===== config.mk =====
export PLATFORM = sky130hd
export DESIGN_NAME = peripheral_uart_rx
export DESIGN_NICKNAME = d
export VERILOG_FILES = /design/src/rtl/uart_rx_pkg.sv /design/src/rtl/uart_rx_core.sv /design/src/rtl/peripheral_uart_rx.sv
export SDC_FILE = /design/constraint.sdc
export NUM_CORES = 1
export LEC_CHECK = 0
export ABC_CLOCK_PERIOD_IN_PS = 3080
export CAP_MARGIN = 25
export CORE_UTILIZATION = 56
export DETAILED_ROUTE_END_ITERATION = 16
export GPL_ROUTABILITY_DRIVEN = 1
export GPL_TIMING_DRIVEN = 1
export PLACE_DENSITY = 0.79
export REMOVE_ABC_BUFFERS = 1
export SLEW_MARGIN = 20
export SYNTH_ARGS = -nofsm -noshare
export SYNTH_HDL_FRONTEND = slang
export SYNTH_SLANG_ARGS = --single-unit

===== constraint.sdc =====
create_clock -name clk -period 3.08 [get_ports clk]
set_clock_uncertainty 0.2 [all_clocks]
set_input_delay 0.616 -clock clk [delete_from_list [all_inputs] [get_ports clk]]
set_output_delay 0.616 -clock clk [all_outputs]
set_load 0.02 [all_outputs]

===== src/rtl/uart_rx_pkg.sv =====
// Shared definitions for the J1 UART receive peripheral: receiver FSM states,
// bus register offsets and bit positions within STATUS and CLEAR.
package uart_rx_pkg;

  typedef enum logic [1:0] {
    ST_IDLE,
    ST_START,
    ST_DATA,
    ST_STOP
  } rx_state_t;

  localparam logic [3:0] REG_RXDATA = 4'h0;
  localparam logic [3:0] REG_STATUS = 4'h2;
  localparam logic [3:0] REG_CLEAR  = 4'h4;
  localparam logic [3:0] REG_COUNT  = 4'h6;

  localparam int unsigned STAT_NOT_EMPTY = 0;
  localparam int unsigned STAT_FULL      = 1;
  localparam int unsigned STAT_OVR       = 2;
  localparam int unsigned STAT_FERR      = 3;

  localparam int unsigned CLR_OVR  = 0;
  localparam int unsigned CLR_FERR = 1;

endpackage


===== src/rtl/uart_rx_core.sv =====
// 8N1 serial deserializer.
// Ports:
//   clk, rst   - system clock, asynchronous active-low reset
//   rx         - serial line, idle high, asynchronous to clk
//   data       - last received byte (valid alongside the valid pulse)
//   valid      - one-cycle pulse: frame with a good stop bit received
//   frame_err  - one-cycle pulse: stop bit sampled low, byte discarded
module uart_rx_core
  import uart_rx_pkg::*;
#(
  parameter int unsigned CLKS_PER_BIT = 434
) (
  input  logic       clk,
  input  logic       rst,
  input  logic       rx,
  output logic [7:0] data,
  output logic       valid,
  output logic       frame_err
);

  localparam int unsigned CW = $clog2(CLKS_PER_BIT);
  localparam logic [CW-1:0] HALF_BIT = CW'(CLKS_PER_BIT / 2 - 1);
  localparam logic [CW-1:0] FULL_BIT = CW'(CLKS_PER_BIT - 1);

  logic          rx_m, rx_s, rx_prev;
  rx_state_t     state;
  logic [CW-1:0] cnt;
  logic [2:0]    bit_idx;
  logic [7:0]    shreg;

  // Preset to 1 so that reset release never looks like a start edge.
  always_ff @(posedge clk or negedge rst) begin
    if (!rst) begin
      rx_m    <= 1'b1;
      rx_s    <= 1'b1;
      rx_prev <= 1'b1;
    end else begin
      rx_m    <= rx;
      rx_s    <= rx_m;
      rx_prev <= rx_s;
    end
  end

  always_ff @(posedge clk or negedge rst) begin
    if (!rst) begin
      state     <= ST_IDLE;
      cnt       <= '0;
      bit_idx   <= '0;
      shreg     <= '0;
      data      <= '0;
      valid     <= 1'b0;
      frame_err <= 1'b0;
    end else begin
      valid     <= 1'b0;
      frame_err <= 1'b0;
      unique case (state)
        ST_IDLE: begin
          // Edge (not level) detection: a line stuck low after a framing
          // error cannot start a new frame until it has gone high again.
          if (rx_prev && !rx_s) begin
            cnt   <= HALF_BIT;
            state <= ST_START;
          end
        end
        ST_START: begin
          if (cnt == '0) begin
            if (!rx_s) begin
              cnt     <= FULL_BIT;
              bit_idx <= '0;
              state   <= ST_DATA;
            end else begin
              state <= ST_IDLE;
            end
          end else begin
            cnt <= cnt - 1'b1;
          end
        end
        ST_DATA: begin
          if (cnt == '0) begin
            shreg <= {rx_s, shreg[7:1]};
            cnt   <= FULL_BIT;
            if (bit_idx == 3'd7) begin
              state <= ST_STOP;
            end else begin
              bit_idx <= bit_idx + 1'b1;
            end
          end else begin
            cnt <= cnt - 1'b1;
          end
        end
        ST_STOP: begin
          if (cnt == '0) begin
            if (rx_s) begin
              data  <= shreg;
              valid <= 1'b1;
            end else begin
              frame_err <= 1'b1;
            end
            state <= ST_IDLE;
          end else begin
            cnt <= cnt - 1'b1;
          end
        end
        default: state <= ST_IDLE;
      endcase
    end
  end

endmodule


===== src/rtl/peripheral_uart_rx.sv =====
// UART receive peripheral for the J1 I/O bus: receiver core, byte FIFO,
// sticky error flags and register decode.
// Ports:
//   clk, rst          - system clock, asynchronous active-low reset
//   cs, addr, rd, wr  - bus select, register offset and strobes
//   d_in              - bus write data
//   d_out             - registered read data, held until the next read
//   uart_rx           - serial input
//   rx_irq            - registered: FIFO non-empty or an error flag set
module peripheral_uart_rx
  import uart_rx_pkg::*;
#(
  parameter int unsigned CLKS_PER_BIT = 434,
  parameter int unsigned FIFO_DEPTH   = 4
) (
  input  logic        clk,
  input  logic        rst,
  input  logic [15:0] d_in,
  input  logic        cs,
  input  logic [3:0]  addr,
  input  logic        rd,
  input  logic        wr,
  output logic [15:0] d_out,
  input  logic        uart_rx,
  output logic        rx_irq
);

  localparam int unsigned PW = $clog2(FIFO_DEPTH);

  logic [7:0]  rx_data;
  logic        rx_valid, rx_ferr;
  logic [7:0]  mem [FIFO_DEPTH];
  logic [PW:0] wptr, rptr, count;
  logic        not_empty, full, push, pop, clear;
  logic        ovr, ferr;
  logic        unused_d_in;

  uart_rx_core #(.CLKS_PER_BIT(CLKS_PER_BIT)) u_core (
    .clk      (clk),
    .rst      (rst),
    .rx       (uart_rx),
    .data     (rx_data),
    .valid    (rx_valid),
    .frame_err(rx_ferr)
  );

  assign count     = wptr - rptr;
  assign not_empty = (count != '0);
  assign full      = (count == (PW + 1)'(FIFO_DEPTH));
  assign pop       = cs && rd && (addr == REG_RXDATA) && not_empty;
  // A pop in the same cycle frees a slot, so a push while full still lands.
  assign push      = rx_valid && (!full || pop);
  assign clear     = cs && wr && (addr == REG_CLEAR);
  assign unused_d_in = ^d_in[15:2];

  always_ff @(posedge clk) begin
    if (push) mem[wptr[PW-1:0]] <= rx_data;
  end

  always_ff @(posedge clk or negedge rst) begin
    if (!rst) begin
      wptr   <= '0;
      rptr   <= '0;
      ovr    <= 1'b0;
      ferr   <= 1'b0;
      d_out  <= '0;
      rx_irq <= 1'b0;
    end else begin
      if (push) wptr <= wptr + 1'b1;
      if (pop)  rptr <= rptr + 1'b1;

      if (rx_valid && full && !pop)    ovr <= 1'b1;
      else if (clear && d_in[CLR_OVR]) ovr <= 1'b0;

      if (rx_ferr)                      ferr <= 1'b1;
      else if (clear && d_in[CLR_FERR]) ferr <= 1'b0;

      if (cs && rd) begin
        unique case (addr)
          REG_RXDATA: d_out <= not_empty ? {8'h00, mem[rptr[PW-1:0]]} : '0;
          REG_STATUS: d_out <= {12'h000, ferr, ovr, full, not_empty};
          REG_COUNT:  d_out <= 16'(count);
          default:    d_out <= '0;
        endcase
      end

      rx_irq <= not_empty || ovr || ferr;
    end
  end

endmodule

# After elaboration in Yosys (flattened, before gate mapping)
# Memories as Yosys holds them, arrays and structs flattened.
# Cells that the tools add are included.
# word_totals
ff_bits,60
ramBits,32
n_memories,1
# memory_table
memory,words,word_bits,read_ports,rd_ports_with_merged_regs,write_ports,line,source
mem,4,8,1,0,1,peripheral_uart_rx.sv:32,logic [7:0] mem [FIFO_DEPTH];
# op_classes
addsub,5
n_eq_ne,17
mux,32
reduce_logical,29
# op_table
operator,count
$mux W9,5
$pmux W9 S4,1
$pmux W8 S3,1
$mux W1,12
$mux W2,6
$mux W3,4
$logic_and A1 B1 Y1,11
$ne A2 B1 Y1 const B,5
$reduce_and A5 Y1,2
$add A3 B1 Y3 const B,3
$logic_not A9 Y1,1
$sub A9 B1 Y9 const B,1
$eq A4 B3 Y1 const B,2
$mux W8,1
$pmux W2 S4,1
$eq A3 B3 Y1 const B,2
$ne A2 B2 Y1 const B,3
$pmux W3 S2,1
$reduce_and A3 Y1,2
$reduce_bool A2 Y1,3
$eq A2 B2 Y1 const B,2
$eq A4 B2 Y1 const B,1
$logic_not A4 Y1,1
$logic_not A1 Y1,3
other kinds (7),9

# Depth between registers and ports, before layout
# depth
ltp_word,7
depth_mapped,8

# Hierarchy
# A second synthesis with hierarchy kept.
# hier_totals
hier_cells,313
hier_area_um2,4129.0
# modules_own_cells
mod,instances,cells_per_inst,area_per_inst_um2,seq_area_each_um2
peripheral_uart_rx,1,140,2249.7,1386.3
uart_rx_core,1,173,1879.3,879.6

# Worst setup path after synthesis
# No wires, ideal clock.
# synth_path
path_type,register -> register
start,register wptr[0]
end,"memory mem[0][0], enable pin"
setup_time_ns,0.332
arrival_time_ns,2.106
slack_ns,0.443
stages_incl_launch_ff,8
path_buffers,0
path_cell_list,dfrtp_1 -> inv_1 -> ha_1 -> fa_1 -> xor3_1 -> o311a_1 -> nor2b_1 -> and2_1
# synth_via
elab_chain_cells,7
# synth_lines
element,line,source
from (decl),peripheral_uart_rx.sv:33,"logic [PW:0] wptr, rptr, count;"
from (signal assigned),peripheral_uart_rx.sv:69,if (push) wptr <= wptr + 1'b1;
$sub A3 B3 Y3,peripheral_uart_rx.sv:47,assign count = wptr - rptr;
$eq A3 B3 Y1 or $reduce_bool A3 Y1 (tied branches),"peripheral_uart_rx.sv:49, peripheral_uart_rx.sv:48",
$logic_not A1 Y1 or $logic_and A1 B1 Y1 (tied branches),"peripheral_uart_rx.sv:52, peripheral_uart_rx.sv:50",
$logic_or A1 B1 Y1,peripheral_uart_rx.sv:52,assign push = rx_valid && (!full || pop);
$logic_and A1 B1 Y1,peripheral_uart_rx.sv:52,
$mux W1,peripheral_uart_rx.sv:57,if (push) mem[wptr[PW-1:0]] <= rx_data;
$mux W1 (implied by the code),peripheral_uart_rx.sv:57,
to (decl),peripheral_uart_rx.sv:32,
# Several ways; a longest one is shown, not always the timed one.

# Worst setup path after layout
# layout_path
start,register wptr[0]
end,"memory mem[0][7], enable pin"
# Same word-level chain as after synthesis.

==> impl_metrics.csv <==
group,metric,value,unit
routing,detail_routed_via_count_per_cell,5.83,
global_routing,grt_pass1_vias,2388,
clock_network,clk_root_buffer_cell,"sky130_fd_sc_hd__clkbuf_8",
clock_network,cts.clk_slew.worst_paths,0.08,ns
final_layout,final_net_count,367,
global_routing,antenna_violations_before_repair,0,
timing,slew_headroom,66.4,%
logic_synthesis,synth-edff-count,32,
placement,dp.cells,411,
worst_setup_path,criticalPathCategory,"reg2reg",
die,fp.dieW,86.4,µm
clock_network,tritoncts,"done",
timing,finalHoldViolCount,0,
clock_network,cts_htree_levels,3,
logic_synthesis,gate_count_post_synth,296,
final_layout,area_delta_synth_final,12.9,%
worst_setup_path,critical_path_arrival,2.74,ns
power_and_ir_drop,static-leakage-power,0.00185,µW
routing,ant_nets,0,
logic_synthesis,dominantRegCellSynth,"sky130_fd_sc_hd__dfrtp_1",
power_and_ir_drop,netSwitchingPower,1220,µW
routing,drtPass1Iterations,5,
worst_setup_path,setup_crit_end_kind,"flip-flop",
placement,hpwlAfterDp,4.98,mm
routing,postRouteWirelength,7.12,mm
power_and_ir_drop,swShare,35.1,%
min_path,hold_path.class,"in2async",
final_layout,ratio_of_cells_with_drive_above_1_in_the_final_layout,19.6,%
routing,avgRoutedWirePerCell,16.7,µm
final_layout,fin_cells,427,
logic_synthesis,ys_ff_latch,84,
global_routing,maximum_number_of_pins_on_one_net_before_global_route_repair,53,
power_and_ir_drop,power_frac_seq,40.3,%
die,boundaryPins,43,
logic_synthesis,yosys_warnings,0,
die,num_rows,30,
timing,drv_slew,0,
logic_synthesis,synthesis.area,3990,µm²
worst_setup_path,worst-path-max-fanout,8,
final_layout,fillCellCount,500,
logic_synthesis,ys_async_sr_fraction,61.9,%
timing,worstMarginPinSlew,0.500,ns
clock_network,post-cts-setup-buffers,0,
timing,report.final.setup_viol,0,
logic_synthesis,share_of_synthesized_area_occupied_by_flip_flops_and_latches,56.8,%
clock_network,ctsResizeCount,0,
timing,timing.setup.tns,0,ns
global_routing,gr-usage-all-layers,21.1,%
timing,timing.fmax,346,MHz
timing,period_share,93.9,%
power_and_ir_drop,power_report.internal_total,2250,µW
clock_network,worst_skew_pair.late_latency,0.35,ns
run_status,status,"finished clean",
worst_setup_path,timing.reg2reg.worst_path_depth,8,
clock_network,ctsHoldBuffers,0,
routing,vias,2490,
routing,drc_errors,0,
clock_network,tritoncts_num_sinks,84,
placement,gp_congestion,0.854,
die,die-height,86.4,µm
timing,rsz_0062_raised_after_global_routing,"no",
power_and_ir_drop,comb_power_share,38.4,%
global_routing,globalRouteOverflowTotal,0,
worst_setup_path,worst_ep_required_time,2.93,ns
die,core_area,6830,µm²
timing,timing.hold.ws,0.0447,ns
clock_network,cts_buffers,9,
worst_setup_path,critPathLaunchType,"flip-flop",
power_and_ir_drop,power.density,769,nW/µm²
timing,min_tclk_post_route,2.89,ns
die,die-area,7460,µm²
routing,dr.first_iter.drc_count,145,
power_and_ir_drop,pwr-share-clk,21.3,%
power_and_ir_drop,vdd_ir_drop_max,262,µV
clock_network,max-clock-path-buffers,2,
placement,numPortBuffers,20,
logic_synthesis,netlist-cell-type-count,66,
logic_synthesis,syn_avg_cell_area,13.5,µm²
global_routing,grt_pass1_wl,11.7,mm
flow_run,cap_viol_max_count,0,
final_layout,antennaDiodeCount,0,
die,initial_utilization,58.4,%
## layer usage
metal,global-route usage (%),share of wire (%)
met5,0,0
met4,6.82,1.1
met3,4.67,5.7
met2,33.1,48
met1,29.6,45
## path summary, 6_finish.rpt
kind,start,endpoint,slack (ns)
max,wptr[0]$_DFFE_PN0N_,mem[0][7]$_DFFE_PP_,0.19
min,rst,d_out[0]$_DFFE_PN0N_,0.04
max reg2reg,wptr[0]$_DFFE_PN0N_,mem[0][7]$_DFFE_PP_,0.19
min reg2reg,u_core.rx_m$_DFF_PN1_,u_core.rx_s$_DFF_PN1_,0.16
max in group asynchronous,rst,u_core.rx_prev$_DFF_PN1_,2.34
min in group clk,u_core.rx_m$_DFF_PN1_,u_core.rx_s$_DFF_PN1_,0.16
## metrics by stage
stage | setup WS [ns] | util (%) | power [µW] | instance area, µm²
after global placement | 0.249 | 63.2 | 2680 | 4320
final | 0.189 | 65.9 | 3460 | 4500
after detailed placement | 0.228 | 63.2 | 2720 | 4320
after floorplan | 0.272 | - | 2380 | 3900
after CTS | 0.165 | 65.9 | 3460 | 4500
after global routing | 0.0864 | 65.9 | 3670 | 4500
## flip-flops by register name (all words and copies together), names as in the netlist, 3 cells and up, named ones only
register,cells
wptr,3
u_core.cnt,9
u_core.data,8
d_out,8
u_core.bit_idx,3
rptr,3
mem,32
u_core.shreg,8
## cell type report
cell class / count / area, µm² / share of cell area, %
sequential: 84 / 2270 / 50.3
multi-input combinational: 186 / 1590 / 35.3
timing repair buffer: 32 / 298 / 6.61
clock buffer: 10 / 128 / 2.83
tap: 96 / 120 / 2.67
clock inverter: 6 / 55.1 / 1.22
inverter: 13 / 48.8 / 1.08
## cell usage after synthesis (all sizes together) (6+ instances only)
| library cell | count | area share, % |
|---|---|---|
| a21oi | 6 | 0.75 |
| buf | 12 | 2.0 |
| clkbuf | 8 | 0.75 |
| dfrtp | 49 | 31 |
| edfxtp | 32 | 24 |
| ha | 14 | 4.4 |
| inv | 13 | 1.2 |
| mux2 | 19 | 5.4 |
| mux4 | 8 | 4.5 |
| nand2 | 16 | 1.5 |
| nor2 | 12 | 1.3 |
| nor3 | 9 | 1.1 |
## cells in the final DEF (no fill, tap or decap), types with 6 or more instances in the layout
master                            synthesis  routed
sky130_fd_sc_hd__nand2_1                 16      16
sky130_fd_sc_hd__mux4_2                   8       8
sky130_fd_sc_hd__buf_4                    9      11
sky130_fd_sc_hd__edfxtp_1                32      32
sky130_fd_sc_hd__nor2_1                  11      11
sky130_fd_sc_hd__conb_1                   1       8
sky130_fd_sc_hd__nor3_1                   9       9
sky130_fd_sc_hd__clkbuf_8                 0       9
sky130_fd_sc_hd__dfrtp_1                 49      49
sky130_fd_sc_hd__ha_1                    14      14
sky130_fd_sc_hd__inv_1                   13      13
sky130_fd_sc_hd__clkdlybuf4s50_1          0      19
sky130_fd_sc_hd__mux2_2                  19      19
sky130_fd_sc_hd__a21oi_1                  6       6
## worst max-delay path, stage by stage (launching register included)
cell and delay (ns):
sky130_fd_sc_hd__dfrtp_1 0.38, sky130_fd_sc_hd__inv_1 0.12, sky130_fd_sc_hd__ha_1 0.22, sky130_fd_sc_hd__fa_1 0.41, sky130_fd_sc_hd__xor3_1 0.41, sky130_fd_sc_hd__o311a_1 0.17, sky130_fd_sc_hd__nor2b_1 0.32, sky130_fd_sc_hd__and2_1 0.19
sky130_fd_sc_hd__buf_4 0.17
## kinds of logic (layout without fill, tap and decap cells)
kind of cell / after synthesis / after routing / share of synthesized area (%)
flip-flops: 84 / 84 / 56.8
AND/OR/NAND/NOR: 72 / 72 / 10.6
buffers and inverters: 33 / 61 / 4.02
AO/OA/AOI/OAI: 57 / 57 / 11.4
other: 1 / 8 / 0.0940
XOR/XNOR: 6 / 6 / 2.04
adder cells (fa/ha/maj): 15 / 15 / 4.89
multiplexers: 28 / 28 / 10.1
## power by group through the flow
stage	sequential [µW]	clock [µW]	combinational (µW)
CTS	1390	750	1320
global placement	1410	0	1270
global route	1410	799	1460
floorplan	1430	0	942
detailed placement	1420	0	1310
finish	1390	738	1330
Power figures use the tool's default switching activity.
